===== src/rtl/smc_window_buffer.sv =====
// Ping-pong window buffer: packs the SMC float stream into DEPTH-word windows and streams each one out oldest first.
// Latency: first word of a window is presented one cycle after the edge that stores its last sample.
// Backpressure: outputs hold while drdy_i=0; a sample arriving when both banks are full is dropped and flagged.
module smc_window_buffer #(
    parameter int DEPTH = 8,
    parameter int AW    = 3
) (
    input  logic          clk,
    input  logic          GlobalReset,
    input  logic [31:0]   x_i,
    input  logic          srdyi_i,
    input  logic          drdy_i,
    output logic [31:0]   y_o,
    output logic          srdyo_o,
    output logic [AW-1:0] idx_o,
    output logic          last_o,
    output logic          bank_o,
    output logic          overflow_o
);

    typedef enum logic [1:0] {B_EMPTY, B_FILLING, B_FULL} bank_st_e;
    typedef enum logic {D_IDLE, D_SEND} drain_st_e;

    localparam logic [AW-1:0] IDX_LAST = AW'(DEPTH - 1);

    // Window storage, addressed as {bank, index}.
    logic [31:0]   mem [0:2*DEPTH-1];

    bank_st_e      st_q   [0:1];
    bank_st_e      st_nxt [0:1];
    logic          wr_bank_q, wr_bank_nxt;
    logic [AW-1:0] wr_ptr_q, wr_ptr_nxt;
    logic          wr_en;
    logic [31:0]   wr_dat;
    logic          ovf_set;

    drain_st_e     d_q, d_nxt;
    logic          xfer;
    logic          release_bank;
    logic          ld;
    logic          ld_bank;
    logic [AW-1:0] ld_idx;
    logic [AW-1:0] idx_inc;
    logic          srdyo_nxt;
    logic [AW-1:0] idx_nxt;
    logic          last_nxt;
    logic          bank_nxt;
    logic [31:0]   y_nxt;

    assign xfer         = srdyo_o & drdy_i;
    assign release_bank = (d_q == D_SEND) & xfer & last_o;
    assign idx_inc      = idx_o + AW'(1);
    // Negative zero is folded to positive zero so downstream sees one zero encoding.
    assign wr_dat       = (x_i == 32'h8000_0000) ? 32'h0000_0000 : x_i;

    // Bank bookkeeping: a bank freed by the drain this cycle is treated as EMPTY before the write checks for overflow.
    always_comb begin
        st_nxt[0]   = st_q[0];
        st_nxt[1]   = st_q[1];
        wr_bank_nxt = wr_bank_q;
        wr_ptr_nxt  = wr_ptr_q;
        wr_en       = 1'b0;
        ovf_set     = 1'b0;
        if (release_bank) begin
            st_nxt[bank_o] = B_EMPTY;
        end
        if (srdyi_i) begin
            if (st_nxt[wr_bank_q] == B_FULL) begin
                ovf_set = 1'b1;
            end else begin
                wr_en = 1'b1;
                if (wr_ptr_q == IDX_LAST) begin
                    st_nxt[wr_bank_q] = B_FULL;
                    wr_ptr_nxt        = '0;
                    wr_bank_nxt       = ~wr_bank_q;
                end else begin
                    st_nxt[wr_bank_q] = B_FILLING;
                    wr_ptr_nxt        = wr_ptr_q + AW'(1);
                end
            end
        end
    end

    // Write-side state registers and sticky overflow.
    always_ff @(posedge clk or negedge GlobalReset) begin
        if (!GlobalReset) begin
            st_q[0]    <= B_EMPTY;
            st_q[1]    <= B_EMPTY;
            wr_bank_q  <= 1'b0;
            wr_ptr_q   <= '0;
            overflow_o <= 1'b0;
        end else begin
            st_q[0]    <= st_nxt[0];
            st_q[1]    <= st_nxt[1];
            wr_bank_q  <= wr_bank_nxt;
            wr_ptr_q   <= wr_ptr_nxt;
            overflow_o <= overflow_o | ovf_set;
        end
    end

    // Sample storage; contents are don't-care after reset because bank state gates every read.
    always_ff @(posedge clk) begin
        if (wr_en) begin
            mem[{wr_bank_q, wr_ptr_q}] <= wr_dat;
        end
    end

    // Drain FSM next state and next output word; a bank completing this cycle chains in without a bubble.
    always_comb begin
        d_nxt     = d_q;
        srdyo_nxt = srdyo_o;
        idx_nxt   = idx_o;
        last_nxt  = last_o;
        bank_nxt  = bank_o;
        ld        = 1'b0;
        ld_bank   = bank_o;
        ld_idx    = '0;
        case (d_q)
            D_IDLE: begin
                if (st_q[0] == B_FULL || st_q[1] == B_FULL) begin
                    ld        = 1'b1;
                    ld_bank   = (st_q[0] == B_FULL) ? 1'b0 : 1'b1;
                    ld_idx    = '0;
                    bank_nxt  = ld_bank;
                    idx_nxt   = '0;
                    last_nxt  = 1'b0;
                    srdyo_nxt = 1'b1;
                    d_nxt     = D_SEND;
                end
            end
            D_SEND: begin
                if (xfer) begin
                    if (!last_o) begin
                        ld       = 1'b1;
                        ld_bank  = bank_o;
                        ld_idx   = idx_inc;
                        idx_nxt  = idx_inc;
                        last_nxt = (idx_inc == IDX_LAST);
                    end else if (st_nxt[~bank_o] == B_FULL) begin
                        ld       = 1'b1;
                        ld_bank  = ~bank_o;
                        ld_idx   = '0;
                        bank_nxt = ~bank_o;
                        idx_nxt  = '0;
                        last_nxt = 1'b0;
                    end else begin
                        srdyo_nxt = 1'b0;
                        idx_nxt   = '0;
                        last_nxt  = 1'b0;
                        d_nxt     = D_IDLE;
                    end
                end
            end
            default: begin
                d_nxt = D_IDLE;
            end
        endcase
        y_nxt = ld ? mem[{ld_bank, ld_idx}] : y_o;
    end

    // Drain state and registered output stage.
    always_ff @(posedge clk or negedge GlobalReset) begin
        if (!GlobalReset) begin
            d_q     <= D_IDLE;
            y_o     <= '0;
            srdyo_o <= 1'b0;
            idx_o   <= '0;
            last_o  <= 1'b0;
            bank_o  <= 1'b0;
        end else begin
            d_q     <= d_nxt;
            y_o     <= y_nxt;
            srdyo_o <= srdyo_nxt;
            idx_o   <= idx_nxt;
            last_o  <= last_nxt;
            bank_o  <= bank_nxt;
        end
    end

endmodule


===== config.mk =====
export PLATFORM = sky130hd
export DESIGN_NAME = smc_window_buffer
export DESIGN_NICKNAME = d
export VERILOG_FILES = /design/src/rtl/smc_window_buffer.sv
export SDC_FILE = /design/constraint.sdc
export NUM_CORES = 1
export LEC_CHECK = 0
export BUFFER_PORTS_ARGS = -buffer_cell sky130_fd_sc_hd__buf_2
export CAP_MARGIN = 20
export CORE_UTILIZATION = 60
export DETAILED_ROUTE_END_ITERATION = 6
export HOLD_SLACK_MARGIN = 0.15
export PLACE_DENSITY_LB_ADDON = 0.2
export SYNTH_ARGS = -nofsm -noshare
export SYNTH_HDL_FRONTEND = slang
export SYNTH_SLANG_ARGS = --single-unit

===== constraint.sdc =====
create_clock -name clk -period 14.9 [get_ports clk]
set_input_delay 0.745 -clock clk [delete_from_list [all_inputs] [get_ports clk]]
set_output_delay 0.745 -clock clk [all_outputs]
set_load 0.005 [all_outputs]

Yosys cells after proc, flatten, opt, wreduce, memory -nomap -nowiden
Memory sizes are Yosys's and may differ from the RTL's. A register that Yosys moved wholly into a read port is not among the register bits.
Index checks and enable logic that the tools add are counted.
{ "totals": {"ff_bits": 16, "ramBits": 512, "inputBits": 36, "output_inout_bits": 39, "wordCells": 106, "memories": 1} }
{ "memory_table": {"columns": ["memory", "words", "word_bits", "read_ports", "rd_clocked_by_memory_dff", "wr", "line_no", "rtl"], "rows": [
  ["mem", 16, 32, 1, 1, 1, "27", "logic [31:0] mem [0:2*DEPTH-1];"]
]} }
{ "classes": {"addsub": 2, "n_lt_le_gt_ge": 5, "n_eq_ne": 11, "mux": 50, "bitwise": 19, "n_reduce_logical": 8} }
{ "ops": {"columns": ["op", "count"], "rows": [
  ["$eq 32x32->1 const B", 1],
  ["$mux 32", 1],
  ["$mux 1", 23],
  ["$mux 2", 8],
  ["$mux 4", 4],
  ["$mux 3", 5],
  ["$pmux 3 s2", 2],
  ["$pmux 1 s2", 5],
  ["$eq 2x2->1 const B", 4],
  ["$add 3x1->3 const B", 2],
  ["$eq 3x3->1 const B", 2],
  ["$ge 2x2->1 const B", 3],
  ["$ne 2x2->1 const B", 3],
  ["$not 1->2", 3],
  ["$and 2x2->2", 2],
  ["$and 4x4->4", 1],
  ["$demux 2 s1", 2],
  ["$lt 2x1->1 const B", 2],
  ["$not 1->1", 4],
  ["$not 2->2", 2],
  ["$not 4->4", 1],
  ["$or 2x2->2", 2],
  ["$reduce_and 2->1", 2],
  ["$reduce_and 4->1", 1],
  ["7 further kinds", 10]
]} }

Longest topological paths before layout
Gate-level depths: netlist (run 1).
{ "logic_depth": {"word_depth": 22, "mapped_depth": 11} }

Worst setup path before layout (run 1)
Ideal clock, no wire load.
{ "synth_path": {"kind": "input to register", "startpoint": "input drdy_i", "endpoint": "memory mem[0][0], enable pin", "t_arrival_ps": 4545, "setup_slack_ps": 9852, "stages": 4, "n_path_buf": 0, "cell_sequence": "nand4_1 -> nor2_1 -> o221ai_1 -> nor4_1"} }
{ "synth_between": {"elab_chain_len": 12} }
{ "synth_rtl": {"columns": ["element", "line_no", "rtl"], "rows": [
  ["start, declared", "12", "input logic drdy_i,"],
  ["$and 1x1->1", "50", "assign xfer = srdyo_o & drdy_i;"],
  ["$and 1x1->1 (2 in a row)", "51", "assign release_bank = (d_q == D_SEND) & xfer & last_o;"],
  ["$mux 4", "64", "if (release_bank) begin"],
  ["$mux 2 (not written as such) (3 in a row)", "68", "if (st_nxt[wr_bank_q] == B_FULL) begin"],
  ["$eq 2x2->1", "68", null],
  ["$mux 1", "68", null],
  ["$mux 1", "67", "if (srdyi_i) begin"],
  ["$mux 1", "103", "if (wr_en) begin"],
  ["$mux 1 (not written as such)", "104", "mem[{wr_bank_q, wr_ptr_q}] <= wr_dat;"],
  ["end, declared", "27", null]
]} }
Every way passes these cells. The select of a mux whose other input is x is not followed.

Worst setup path in the final report (run 1)
{ "layout_path": {"startpoint": "register d_q", "endpoint": "register y_o[5] (read register of mem)"} }
{ "layout_between": {"elab_chain_len": 17} }
{ "layout_rtl": {"columns": ["element", "line_no", "rtl"], "rows": [
  ["start, declared", "37", "drain_st_e d_q, d_nxt;"],
  ["start signal, assigned", "171", "d_q <= d_nxt;"],
  ["$and 1x1->1 (2 in a row)", "51", null],
  ["$mux 4", "64", null],
  ["$mux 2 (not written as such) (3 in a row)", "68", null],
  ["$eq 2x2->1", "68", null],
  ["$mux 4", "68", null],
  ["$mux 4", "67", null],
  ["$mux 2 (not written as such) (3 in a row)", "139", "end else if (st_nxt[~bank_o] == B_FULL) begin"],
  ["$eq 2x2->1", "139", null],
  ["$mux 1", "139", null],
  ["$mux 1", "133", "if (!last_o) begin"],
  ["$mux 1", "132", "if (xfer) begin"],
  ["$pmux 1 s2", null, null],
  ["end, declared", "13", "output logic [31:0] y_o,"]
]} }
Parallel ways exist; a longest one is shown, timed or not. The select of a mux whose other input is x is not followed.
A chain may end at the register's enable or synchronous reset.

==> results_dict.tcl, run 1 <==
set metrics [dict create \
    wire_per_inst_um 26.71 \
    core_um2 36610 \
    critPathLaunchType "flop" \
    min_path_type "primary input to asynchronous set/reset pin" \
    firstDrtPassIters 6 \
    power_switching_mw 0.7704 \
    yosysUniqueCellTypes 46 \
    areaGrowthSynthToFinish_pct 11.14 \
    final_cell_mix "edfxtp_1 (512), mux2i_1 (190), nand2_1 (127), buf_2 (74), a221oi_1 (63)" \
    hold_violations 0 \
    async_flop_share_pct 8.571 \
    seqCellArea_um2 16580 \
    synthAdderAreaFrac_pct 0.3923 \
    power_density_nw_per_um2 139.2 \
    antenna_found_initial 1 \
    viasPerCell 6.618 \
    yosys.area_share.simple_pct 4.265 \
    nNetsFinal 1469 \
    placed_area_um2 23060 \
    via_count 12826 \
    cp_max_fo 90 \
    power_frac_comb_pct 6.6 \
    skew_ns 0.01963 \
    ys_top_cells_by_area "edfxtp_1 (69%), mux2i_1 (8.5%), dfrtp_1 (5.4%), a221oi_1 (2.5%), nand2_1 (2.2%)" \
    critPathKind "flop to flop" \
    synth-main-ff-cell "edfxtp_1" \
    dp_hpwl_um 25200 \
    synthMuxAreaShare_pct 8.519 \
    drv_cap 0 \
    rsz0062_at_grt "no" \
    initial_utilization_pct 60.98 \
    syn_area_um2 22330 \
    antenna_cells 0 \
    synth_top_cell_by_area "edfxtp_1" \
    p_clk_share_pct 38.6 \
    synth_edf_count 512 \
    ys_ff_latch 560 \
    dpl_worst_slack_ns 10.29 \
    multiInputGateArea_um2 5255 \
    grt_max_degree 121 \
    grt_overflow 0 \
    layout_setup_ws_ns 10.47 \
    final_common_cell "edfxtp_1" \
    end_kind "flop" \
    die_h_um 194.9 \
    gp_congestion 0.7705 \
    reg2reg_slack_ns 10.47 \
    sw_frac_of_total_pct 22.30 \
    worstRegToRegCells 6 \
    post_cts_buffers 0 \
    postCtsHoldBufs 0 \
    p_int_mw 2.685 \
    reg2reg_to "y_o[5]$_DFFE_PN0P_" \
    cts_resized 0 \
    synthesis.nets 1436 \
    dr.first_iter.drc_count 1419 \
    r2r-start "d_q$_DFF_PN0_" \
    nFillCells 2437 \
    cts_tree "built" \
    maxSlewHeadroom_pct 22.91 \
    synth_warnings 0 \
    power_frac_seq_pct 54.8 \
    wirelength_um 51760 \
    cts.path.max_buffers 3 \
    drv_slew 0 \
    finalCritPeriodShare_pct 29.71 \
    syn_area_per_cell_um2 16.03 \
    synth_xor_area_share_pct 0.07846 \
    drive_gt1_share_pct 14.15 \
    worst_pin_slew_ns 1.156 \
    ir_drop_mv 0.1200 \
    fin_area_um2 24810 \
    clk_latency_ns 0.59 \
    grt_pass1_vias 12507 \
    netlist.area_leader.share_pct 68.87 \
    p_leak_nw 8.146 \
    timing.fmax_mhz 225.9 \
    grt_use_total_pct 27.57 \
    io_buffers 74 \
    die_w_um 194.9 \
    root_buffer "clkbuf_16" \
    outcome "finished, final reports clean" \
    io_pins 75 \
    cts-htree-levels 2 \
    num_rows 70 \
    synth_compound_area_share_pct 9.595 \
    fp.dieArea_um2 37980 \
    clock-sinks 560 \
    yosysSeqAreaShare_pct 74.25 \
    ant_nets 0 \
    critPathArrivalTime_ns 4.85 \
    synth_top_family_by_area "compound AO/OA/AOI/OAI gates" \
    cts.clk_slew.worst_paths_ns 0.06 \
    grt_pass1_wl_um 77110 \
    cp.required_ns 15.32 \
    syn_inst 1393 \
    timing.setup.tns_ns 0 \
    setup_violations 0 \
    numCtsBuffers 55 \
    drc_errors 0 \
    fin_crit_ns 4.426 \
]
==> metal layers <==
layer | part of all wire, % | global-route usage (%) | vias to the layer above
met5 | 0.021 | 0 | -
met4 | 2.5 | 8.661 | 2
met3 | 7.4 | 4.564 | 89
met2 | 49 | 45.36 | 555
met1 | 41 | 37.98 | 6547
li1 | - | - | 5633
==> critical path: stages (launching register included) <==
cell and delay [ns]:
dfrtp_1 0.61, nand4b_4 0.71, nor2_4 1.09, buf_4 1.02, a221oi_1 0.25, a211oi_1 0.43
o31ai_1 0.11
==> how the worst max path moves through the flow <==
stage	startpoint	end	slack (ns)	cells after the start
after floorplan	drdy_i	mem[0][0]$_DFFE_PP_	9.85	4
after global placement	drdy_i	y_o[5]$_DFFE_PN0P_	10.33	7
after detailed placement	drdy_i	y_o[5]$_DFFE_PN0P_	10.29	7
after CTS	d_q$_DFF_PN0_	y_o[12]$_DFFE_PN0P_	10.58	7
after global routing	d_q$_DFF_PN0_	y_o[12]$_DFFE_PN0P_	10.19	7
final	d_q$_DFF_PN0_	y_o[5]$_DFFE_PN0P_	10.47	6
==> flip-flops by register name (all words and copies together), names as in the netlist <==
register,flops
bank_o,1
overflow_o,1
mem,512
wr_bank_q,1
idx_o,3
srdyo_o,1
d_q,1
wr_ptr_q,3
y_o,32
st_q,4
last_o,1
==> Yosys cell counts (3+ instances only) <==
library cell	count
a211oi_1	32
a21o_1	5
a21oi_1	35
a221oi_1	63
a222oi_1	32
a22oi_1	32
buf_1	6
buf_2	20
buf_4	12
buf_6	8
clkbuf_1	81
dfrtp_1	48
edfxtp_1	512
ha_1	7
inv_1	10
mux2i_1	190
nand2_1	128
nand3_1	6
nand4_1	3
nor2_1	15
nor3_1	36
nor4_1	11
o21ai_0	9
o22ai_1	34
o31ai_1	33
==> stage by stage <==
step                      hold slack, ns  cells  total power, mW  util, %
after floorplan                   0.4494   1393            2.047        -
after global placement            0.4345   1837            2.141    62.99
after detailed placement          0.4621   1837            2.154    62.99
after CTS                         0.3605   1938            3.470    67.78
after global routing              0.3899   1938            3.561    67.78
final                             0.3393   1938            3.455    67.78
==> logic make-up (layout without fill, tap and decap cells) <==
logic type	count (synthesis)	count (layout)
flops	560	560
xor+xnor	2	2
compound gates	283	283
mux	190	190
buf+inv	138	215
simple gates	213	213
fa+ha+maj	7	7
==> power groups by stage <==
stage,registers [mW],clock network [mW],logic (mW)
after floorplan,1.91,0,0.134
after global placement,1.92,0,0.224
after detailed placement,1.92,0,0.230
after CTS,1.89,1.35,0.231
after global routing,1.90,1.41,0.248
final,1.89,1.33,0.229
==> final cells by class <==
| type | count | area share [%] |
|---|---|---|
| Clock buffer | 76 | 6.278 |
| Clock inverter | 25 | 0.7766 |
| Inverter | 11 | 0.1664 |
| Multi-Input combinational cell | 695 | 21.18 |
| Sequential cell | 560 | 66.82 |
| Tap cell | 468 | 2.360 |
| Timing Repair Buffer | 103 | 2.420 |
Power figures use the tool's default switching activity.
==> run 2, diff against run 1 <==
ABC_AREA = 1   (was default)
clock period = 4.1 ns   (was 14.9 ns; I/O delays follow)
==> results_dict.tcl, run 2 <==
set metrics [dict create \
    syn_area_um2 22300 \
    postCtsHoldBufs 33 \
    gp_congestion 0.8331 \
    fin_area_um2 25190 \
    skew_ns 0.01029 \
    ir_drop_mv 0.6027 \
    p_leak_nw 9.109 \
    num_rows 70 \
    cts_tree "built" \
    netlist.area_leader.share_pct 68.96 \
    grt_use_total_pct 30.57 \
    ant_nets 0 \
    viasPerCell 6.410 \
    placed_area_um2 23170 \
    drv_slew 0 \
    via_count 14627 \
    crit_chain "inv_2, nand2_1, nor2_1, inv_1, nor2_4, inv_6, buf_12, nand2_1, a32o_1, nand2_1, nand2_1, nand2_1, nand3_1, nand2_1" \
    outcome "finished, final reports clean" \
    cts_resized 0 \
    cts.clk_slew.worst_paths_ns 0.06 \
    hold_violations 0 \
    yosysMostFrequentCell "nand2_1" \
    top_regs "mem x512, y_o x32, st_q x4" \
    ys_ff_latch 560 \
    fin_crit_ns 2.937 \
    synth_warnings 0 \
    crit_buf_inv 4 \
    yosysSeqAreaShare_pct 74.35 \
    final_common_cell "nand2_1" \
    worst_pin_slew_ns 1.125 \
    largest_reg_flops 512 \
    clock-sinks 560 \
    timing.setup.tns_ns 0 \
    dpl.cell_count 2147 \
    antenna_cells 0 \
    antenna_found_initial 0 \
    firstDrtPassIters 5 \
    top_usage_layer "met2" \
    synthesis.nets 1755 \
    wire_per_inst_um 24.80 \
    critPathKind "flop to flop" \
    grt_overflow 0 \
    post_cts_buffers 0 \
    syn_inst 1712 \
    min_path_type "primary input to asynchronous set/reset pin" \
    io_buffers 74 \
    r2r-start "last_o$_DFFE_PN0P_" \
    cpMaxStageDelayCell "inv_6" \
    synthMuxAreaShare_pct 0 \
    maxSlewHeadroom_pct 24.83 \
    synth_top_family_by_area "simple AND/OR/NAND/NOR gates" \
    grt_pass1_vias 14438 \
    nNetsFinal 1813 \
    cts.path.max_buffers 3 \
    areaGrowthSynthToFinish_pct 13.00 \
    die_h_um 194.8 \
    die_w_um 194.8 \
    io_pins 75 \
    layout_setup_ws_ns 1.163 \
    wirelength_um 56590 \
    utilization_pct 68.82 \
    cp_max_fo 111 \
    use_met2_pct 49.08 \
    initial_utilization_pct 60.90 \
    grt_max_degree 129 \
    cp.required_ns 4.63 \
    drv_cap 0 \
    synthAdderAreaFrac_pct 0.3928 \
    core_um2 36610 \
    crit_top_cell "nand2_1" \
    dr.first_iter.drc_count 1714 \
    fp.dieArea_um2 37930 \
    async_flop_share_pct 8.571 \
    worst_path_largest_cell_delay_ns 0.59 \
    critPathLaunchType "flop" \
    critical-path-top-delay-family "buffers and inverters" \
    clk_latency_ns 0.60 \
    grt_util_met1_pct 43.09 \
    synth_top_cell_by_area "edfxtp_1" \
    finalCritPeriodShare_pct 71.64 \
    drive_gt1_share_pct 12.46 \
    reg2reg_to "y_o[11]$_DFFE_PN0P_" \
    ys_top_cells_by_area "edfxtp_1 (69%), nand2_1 (8.8%), dfrtp_1 (5.4%), o221ai_1 (5.0%), nand3_1 (4.5%)" \
    setup_violations 0 \
    synth-main-ff-cell "edfxtp_1" \
    synth_edf_count 512 \
    numCtsBuffers 54 \
    crit_path_start "last_o$_DFFE_PN0P_" \
    synth_compound_area_share_pct 7.514 \
    yosysUniqueCellTypes 29 \
    root_buffer "clkbuf_16" \
    fin_cells 2282 \
    final_cell_mix "nand2_1 (519), edfxtp_1 (512), nand3_1 (202), o221ai_1 (128), buf_2 (74)" \
    yosys.area_share.simple_pct 14.46 \
    worstRegToRegCells 14 \
    top_register "mem" \
    synth_commonest_cells "nand2_1 (520), edfxtp_1 (512), nand3_1 (202), o221ai_1 (128), clkbuf_1 (84)" \
    dp_hpwl_um 27320 \
    syn_area_per_cell_um2 13.02 \
    timing.fmax_mhz 340.4 \
    grt_pass1_wl_um 86210 \
    grtUsageMet3_pct 5.362 \
    power_density_nw_per_um2 715.0 \
    rsz0062_at_grt "no" \
    end_kind "flop" \
    critPathArrivalTime_ns 3.47 \
    reg2reg_slack_ns 1.16 \
    synth_xor_area_share_pct 0 \
    dpl_worst_slack_ns 1.209 \
    nFillCells 2484 \
    drc_errors 0 \
    cts-htree-levels 2 \
]
run 2: cell types whose count changed in the layout (fill, tap and decap cells not counted), moves of 34 or more:
cell           delta
nand2_1         +392
nand3_1         +196
dlygate4sd3_1    +34
a221oi_1         -63
mux2i_1         -190
o221ai_1        +127
run 2: logic make-up (layout without fill, tap and decap cells):
kind of cell             Yosys count  count (layout)
AND/OR/NAND/NOR                  770             770
flip-flops                       560             560
AO/OA/AOI/OAI                    205             205
buffers and inverters            170             272
adder cells (fa/ha/maj)            7               7
run 2: where the power goes:
group          switching, mW  total [mW]  internal, mW
Combinational           4.15        6.02          1.86
Sequential             0.307        7.27          6.96
Clock                   2.06        4.73          2.67
Total                   6.52        18.0          11.5
run 2: worst max path at each step:
| stage | endpoint | slack (ns) | cells past startpoint |
|---|---|---|---|
| floorplan | mem[10][0]$_DFFE_PP_ | 0.95 | 9 |
| global placement | y_o[9]$_DFFE_PN0P_ | 1.24 | 14 |
| detailed placement | y_o[9]$_DFFE_PN0P_ | 1.21 | 14 |
| CTS | y_o[9]$_DFFE_PN0P_ | 1.18 | 14 |
| global route | y_o[9]$_DFFE_PN0P_ | 0.89 | 14 |
| finish | y_o[11]$_DFFE_PN0P_ | 1.16 | 14 |
run 2: stage by stage:
| stage | power (mW) | hold slack, ns |
|---|---|---|
| floorplan | 11.26 | -0.09059 |
| global placement | 13.11 | 0.2446 |
| detailed placement | 13.26 | 0.2722 |
| CTS | 17.99 | 0.1826 |
| global route | 18.89 | 0.2160 |
| finish | 18.01 | 0.1727 |
run 2: worst reg2reg max path, stage by stage, from the launching register on:
cell     delay [ns]
dfrtp_1        0.48
inv_2          0.08
nand2_1        0.14
nor2_1         0.11
inv_1          0.16
nor2_4         0.07
inv_6          0.59
buf_12         0.54
nand2_1        0.11
a32o_1         0.24
nand2_1        0.05
nand2_1        0.05
nand2_1        0.06
nand3_1        0.11
nand2_1        0.08
run 2: cell type report:
cell class / count / area, µm² / share of cell area [%]
clock buffer: 74 / 1498 / 5.945
clock inverter: 26 / 173.9 / 0.6903
inverter: 26 / 103.9 / 0.4122
multi-input combinational: 982 / 5136 / 20.39
sequential: 560 / 16580 / 65.79
tap: 468 / 585.6 / 2.324
timing repair buffer: 146 / 1121 / 4.450
run 2: routing by layer:
metal	vias to the layer above	wire length [µm]
li1	6431	-
met1	7232	22430
met2	837	26870
met3	127	5745
met4	0	1534
met5	-	0
